$ cat config.mk
export PLATFORM = sky130hd
export DESIGN_NAME = pixel_write_responder_flat
export DESIGN_NICKNAME = d
export VERILOG_FILES = /design/src/rtl/pixel_write_responder_if.sv /design/src/rtl/pixel_write_responder.sv /design/src/flat_wrapper.sv
export SDC_FILE = /design/constraint.sdc
export NUM_CORES = 1
export LEC_CHECK = 0
export CORE_ASPECT_RATIO = 0.9
export CORE_UTILIZATION = 54
export DETAILED_ROUTE_END_ITERATION = 12
export PLACE_DENSITY = 0.81
export SETUP_SLACK_MARGIN = 0.3
export SYNTH_ARGS = -nofsm -noshare
export SYNTH_HDL_FRONTEND = slang
export SYNTH_SLANG_ARGS = --single-unit
$ cat constraint.sdc
create_clock -name clock -period 11.5 [get_ports clock]
set_clock_uncertainty 0.05 [all_clocks]
set_input_delay 2.875 -clock clock [delete_from_list [all_inputs] [get_ports clock]]
set_output_delay 2.875 -clock clock [all_outputs]
set_load 0.01 [all_outputs]
$ cat src/rtl/pixel_write_responder_if.sv
// Pixel write handshake from the solver array plus the Avalon-MM write port
// toward the frame buffer SDRAM controller.
interface pixel_write_responder_if;
  logic [15:0] in_data;
  logic [31:0] in_addr;
  logic        in_write_en;
  logic        in_ack;
  logic [31:0] mem_address;
  logic [15:0] mem_writedata;
  logic        mem_write;
  logic        mem_waitrequest;

  modport slave (
    input  in_data, in_addr, in_write_en, mem_waitrequest,
    output in_ack, mem_address, mem_writedata, mem_write
  );

  modport master (
    output in_data, in_addr, in_write_en, mem_waitrequest,
    input  in_ack, mem_address, mem_writedata, mem_write
  );
endinterface

$ cat src/rtl/pixel_write_responder.sv
// Buffers accepted pixel writes in a FIFO and replays them in order as
// byte-addressed Avalon-MM writes, absorbing SDRAM stalls.
//
// state    | meaning
// ST_EMPTY | output slot free, mem_write low
// ST_BUSY  | slot holds a write, mem_write high until waitrequest drops
module pixel_write_responder #(
  parameter int          FIFO_DEPTH_BITS = 3,
  parameter logic [31:0] BASE_ADDR       = 32'h0000_0000
) (
  input  logic                          clock,
  input  logic                          reset,
  pixel_write_responder_if.slave        bus,
  output logic [31:0]                   write_count,
  output logic                          idle
);

  localparam int DEPTH = 1 << FIFO_DEPTH_BITS;
  localparam logic [FIFO_DEPTH_BITS:0] FULL_CNT = (FIFO_DEPTH_BITS + 1)'(DEPTH);
  localparam logic [0:0] ST_EMPTY = 1'b0;
  localparam logic [0:0] ST_BUSY  = 1'b1;

  logic [15:0]                data_mem [DEPTH];
  logic [31:0]                addr_mem [DEPTH];
  logic [FIFO_DEPTH_BITS-1:0] wr_ptr;
  logic [FIFO_DEPTH_BITS-1:0] rd_ptr;
  logic [FIFO_DEPTH_BITS:0]   count;
  logic [0:0]                 state;
  logic [31:0]                mem_address_q;
  logic [15:0]                mem_writedata_q;

  logic        fifo_full;
  logic        fifo_empty;
  logic        push;
  logic        pop;
  logic        complete;
  logic [32:0] addr_sum;
  logic [31:0] push_addr;
  logic        unused_carry;

  assign fifo_full  = (count == FULL_CNT);
  assign fifo_empty = (count == '0);

  // Reset gates the ack so nothing is accepted while the FIFO is being cleared.
  assign bus.in_ack = bus.in_write_en & ~fifo_full & reset;
  assign push       = bus.in_ack;
  assign complete   = (state == ST_BUSY) & ~bus.mem_waitrequest;
  assign pop        = ~fifo_empty & ((state == ST_EMPTY) | complete);

  // Pixel index to byte address; the carry out of bit 31 is dropped.
  assign addr_sum     = {1'b0, BASE_ADDR} + {bus.in_addr, 1'b0};
  assign push_addr    = addr_sum[31:0];
  assign unused_carry = addr_sum[32];

  always_ff @(posedge clock) begin
    if (push) begin
      data_mem[wr_ptr] <= bus.in_data;
      addr_mem[wr_ptr] <= push_addr;
    end
  end

  always_ff @(posedge clock or negedge reset) begin
    if (!reset) begin
      wr_ptr <= '0;
      rd_ptr <= '0;
      count  <= '0;
    end else begin
      if (push) wr_ptr <= wr_ptr + 1'b1;
      if (pop)  rd_ptr <= rd_ptr + 1'b1;
      case ({push, pop})
        2'b10:   count <= count + 1'b1;
        2'b01:   count <= count - 1'b1;
        default: count <= count;
      endcase
    end
  end

  always_ff @(posedge clock or negedge reset) begin
    if (!reset) begin
      state           <= ST_EMPTY;
      mem_address_q   <= '0;
      mem_writedata_q <= '0;
      write_count     <= '0;
    end else begin
      if (complete) write_count <= write_count + 1'b1;
      if (pop) begin
        state           <= ST_BUSY;
        mem_address_q   <= addr_mem[rd_ptr];
        mem_writedata_q <= data_mem[rd_ptr];
      end else if (complete) begin
        state <= ST_EMPTY;
      end
    end
  end

  assign bus.mem_write     = (state == ST_BUSY);
  assign bus.mem_address   = mem_address_q;
  assign bus.mem_writedata = mem_writedata_q;
  assign idle              = fifo_empty & (state == ST_EMPTY);

endmodule

$ cat src/flat_wrapper.sv
// flat-port wrapper written by rule: the top's interface ports become plain ports
module pixel_write_responder_flat 
#(
  parameter int          FIFO_DEPTH_BITS = 3,
  parameter logic [31:0] BASE_ADDR       = 32'h0000_0000
)
  (clock, reset, write_count, idle, bus_in_data, bus_in_addr, bus_in_write_en, bus_mem_waitrequest, bus_in_ack, bus_mem_address, bus_mem_writedata, bus_mem_write);
  pixel_write_responder_if bus_i ();
  input  logic clock;
  input  logic reset;
  output logic [31:0] write_count;
  output logic idle;
  input wire logic [$bits(bus_i.in_data)-1:0] bus_in_data;
  input wire logic [$bits(bus_i.in_addr)-1:0] bus_in_addr;
  input wire logic [$bits(bus_i.in_write_en)-1:0] bus_in_write_en;
  input wire logic [$bits(bus_i.mem_waitrequest)-1:0] bus_mem_waitrequest;
  output wire logic [$bits(bus_i.in_ack)-1:0] bus_in_ack;
  output wire logic [$bits(bus_i.mem_address)-1:0] bus_mem_address;
  output wire logic [$bits(bus_i.mem_writedata)-1:0] bus_mem_writedata;
  output wire logic [$bits(bus_i.mem_write)-1:0] bus_mem_write;
  assign bus_i.in_data = bus_in_data;
  assign bus_i.in_addr = bus_in_addr;
  assign bus_i.in_write_en = bus_in_write_en;
  assign bus_i.mem_waitrequest = bus_mem_waitrequest;
  assign bus_in_ack = bus_i.in_ack;
  assign bus_mem_address = bus_i.mem_address;
  assign bus_mem_writedata = bus_i.mem_writedata;
  assign bus_mem_write = bus_i.mem_write;
  pixel_write_responder #(.FIFO_DEPTH_BITS(FIFO_DEPTH_BITS), .BASE_ADDR(BASE_ADDR)) u_core (.clock(clock), .reset(reset), .bus(bus_i), .write_count(write_count), .idle(idle));
endmodule
==> results.tsv <==
metric	value	unit
ff2ff_path_depth	11	
grt_antenna_before_repair	0	
clkTransAtPathRegs	0.06	ns
crit_end	bus_in_ack	
htree_levels	2	
die_x	194	um
grt.total_usage	21.1	%
design_area	21100	um^2
grt_first_pass_wirelength	53.4	mm
setup_viol	0	
core_region_area	32300	um^2
wl_per_cell	23.0	um
synth_top_area_share	63.2	%
min_path_type	flip-flop to flip-flop	
yosysUniqueCellTypes	45	
critPathLaunch	bus_in_write_en	
drive_gt1_share	19.4	%
synth_seq_cells	466	
gr-total-overflow	0	
die_area	33800	um^2
synthToLayoutAreaGrowth	18.1	%
detail-route-antenna-nets	0	
p_leak	7.24	nW
fin_setup_tns	0	ns
cts_max_path_buffers	3	
avgViaCountPerCell	5.81	
wl_met1	14.6	mm
antennaDiodeCount	0	
path_max_fanout	7	
r2r-end	u_core.count[2]	
dpl_cell_area	19600	um^2
worst_pin_slew	1.06	ns
cts_resized	0	
path_class	input port to primary output	
drv_slew	0	
wl_met3	1.88	mm
cap_violations	0	
io_pins	135	
reg2reg_slack	7.95	ns
post_cts_buffers	0	
dp.cells	1409	
relSlewSlack	29.1	%
num_rows	62	
finalHoldViolations	0	
nFillCells	2131	
end_kind	primary output	
cts_tree	done	
arrival	4.40	ns
insertion_delay	0.57	ns
fin_nets	1098	
syn_inst	886	
drcViolationCount	0	
powerDensity	233	nW/um^2
grt_max_degree	98	
ys_seq_area_share	75.8	%
syn-num-nets	944	
fmax	137	MHz
instances_no_fill	1491	
r2r-start	u_core.count[2]	
cts-root-buf	clkbuf_16	
route.met2.wl	17.3	mm
cts_buffers	45	
ys.flop_type	edfxtp_1	
dr_total_vias	8662	
worst_hold_slack	0.427	ns
finalCritPeriodShare	63.7	%
gp_congestion	0.814	
yosysWarnings	0	
synthTopCellsByArea	edfxtp_1, dfrtp_1, mux4_2, mux2i_1, xnor2_1	
synth_edf_count	376	
rsz0062_at_grt	false	
fin_crit	7.32	ns
netlist_area	17900	um^2
outcome	completed	
start_util	55.4	%
dieHeight	175	um
synth_top_cell_by_area	edfxtp_1	
post-dp-hpwl	18.8	mm
cp-start-kind	input port	
grt_pass1_vias	9073	
avgSynthCellArea	20.2	um^2
drt_pass1_iterations	5	
clock_sinks	466	
crit_required	8.58	ns
synthArstFlopShare	19.3	%
drt-total-wl	34.3	mm
irDropWorstVdd	0.156	mV
highest_layer	met4	
io_buffer_count	132	
drt_iter0_drc	624	
hold_buffers	0	
-- cell families (layout without fill, tap and decap cells) --
| logic type | after synthesis | after routing | synth area share, % |
|---|---|---|---|
| adders and majority gates | 6 | 6 | 0.420 |
| other | 1 | 1 | 0.0210 |
| buffers and inverters | 45 | 234 | 1.61 |
| AOI/OAI and AO/OA | 52 | 52 | 1.65 |
| muxes | 144 | 144 | 14.7 |
| DFF | 466 | 466 | 75.8 |
| and+or+nand+nor | 132 | 132 | 3.90 |
| xor gates and xnor gates | 40 | 40 | 1.96 |
-- critical path, stage by stage --
cell and delay (ns):
clkdlybuf4s50_1 0.46, nand2_1 0.06, a21oi_2 0.37, clkdlybuf4s50_1 0.63
-- synthesized netlist by cell type (2+ instances only) --
cell type / n
nor2b_1: 2
buf_6: 4
a21oi_1: 2
nand3b_1: 2
and3_1: 8
nor3_1: 3
inv_1: 2
nor4_1: 2
xor2_1: 9
buf_4: 13
nor2_1: 6
ha_1: 6
nand4_1: 14
edfxtp_1: 376
mux2_2: 3
xnor2_1: 31
clkbuf_2: 3
nand2b_1: 2
dfrtp_1: 90
o21ai_2: 7
mux2i_1: 47
and3b_1: 2
nand4b_1: 5
and4_1: 2
nand3_1: 5
nor3b_1: 2
nand2_1: 69
buf_2: 20
and2_1: 2
o21ai_0: 39
mux4_2: 94
-- where the power goes --
part           switching, mW  total, mW  internal [mW]
registers              0.229       2.28           2.05
logic                  0.514       1.16          0.643
clock network          0.620       1.49          0.866
total                   1.36       4.92           3.56
-- cell usage in the layout, fill, tap and decap left out, types with 7 or more instances in the layout --
| master | n |
|---|---|
| and3_1 | 8 |
| buf_4 | 19 |
| clkbuf_1 | 7 |
| clkbuf_16 | 45 |
| clkdlybuf4s50_1 | 131 |
| clkinv_1 | 7 |
| clkinv_2 | 10 |
| dfrtp_1 | 87 |
| edfxtp_1 | 376 |
| mux2i_1 | 47 |
| mux4_2 | 94 |
| nand2_1 | 69 |
| nand4_1 | 14 |
| o21ai_0 | 39 |
| o21ai_2 | 7 |
| xnor2_1 | 31 |
| xor2_1 | 9 |
-- metrics by stage --
stage / total power, mW / setup WS (ns) / util, %
2_1_floorplan: 3.06 / 3.05 / -
3_3_place_gp: 3.45 / 4.16 / 60.8
3_5_place_dp: 3.49 / 4.13 / 60.8
4_1_cts: 4.98 / 4.13 / 65.4
5_1_grt: 5.14 / 4.11 / 65.4
6_report: 4.92 / 4.18 / 65.4
-- flip-flops by register name, summed over array words and instances, names as in the netlist --
signal and flops:
u_core.addr_mem 248, u_core.data_mem 128, u_core.write_count 32, u_core.bus.mem_address 31, u_core.bus.mem_writedata 16, u_core.count 4, u_core.rd_ptr 3, u_core.wr_ptr 3
u_core.bus.mem_write 1
-- worst min path at each step --
| stage | startpoint | cells past startpoint | slack, ns | end |
|---|---|---|---|---|
| 2_1_floorplan | u_core.count[3] | 1 | 0.46 | u_core.count[3] |
| 3_3_place_gp | u_core.write_count[31] | 1 | 0.41 | u_core.write_count[31] |
| 5_1_grt | u_core.bus.mem_writedata[12] | 2 | 0.45 | u_core.bus.mem_writedata[12] |
| 3_5_place_dp | u_core.bus.mem_address[15] | 2 | 0.42 | u_core.bus.mem_address[15] |
| 4_1_cts | u_core.write_count[31] | 1 | 0.43 | u_core.write_count[31] |
| 6_report | u_core.write_count[31] | 1 | 0.43 | u_core.write_count[31] |
-- layer usage --
metal / up-vias / global-route usage, %
met4: 0 / 6.10
met1: 4483 / 29.5
met2: 287 / 34.5
met3: 51 / 3.73
met5: - / 0
li1: 3841 / -
-- final cells by class --
class                   count  area (um^2)  area share [%]
clock inverters            29          334            1.58
well taps                 416          520            2.47
flip-flops and latches    466        13600            64.2
inverters                   2         7.51          0.0356
repair buffers            150         1450            6.89
multi-input cells         375         4080            19.3
clock buffers              53         1170            5.52
No activity file was read; power rests on OpenSTA's default activity.
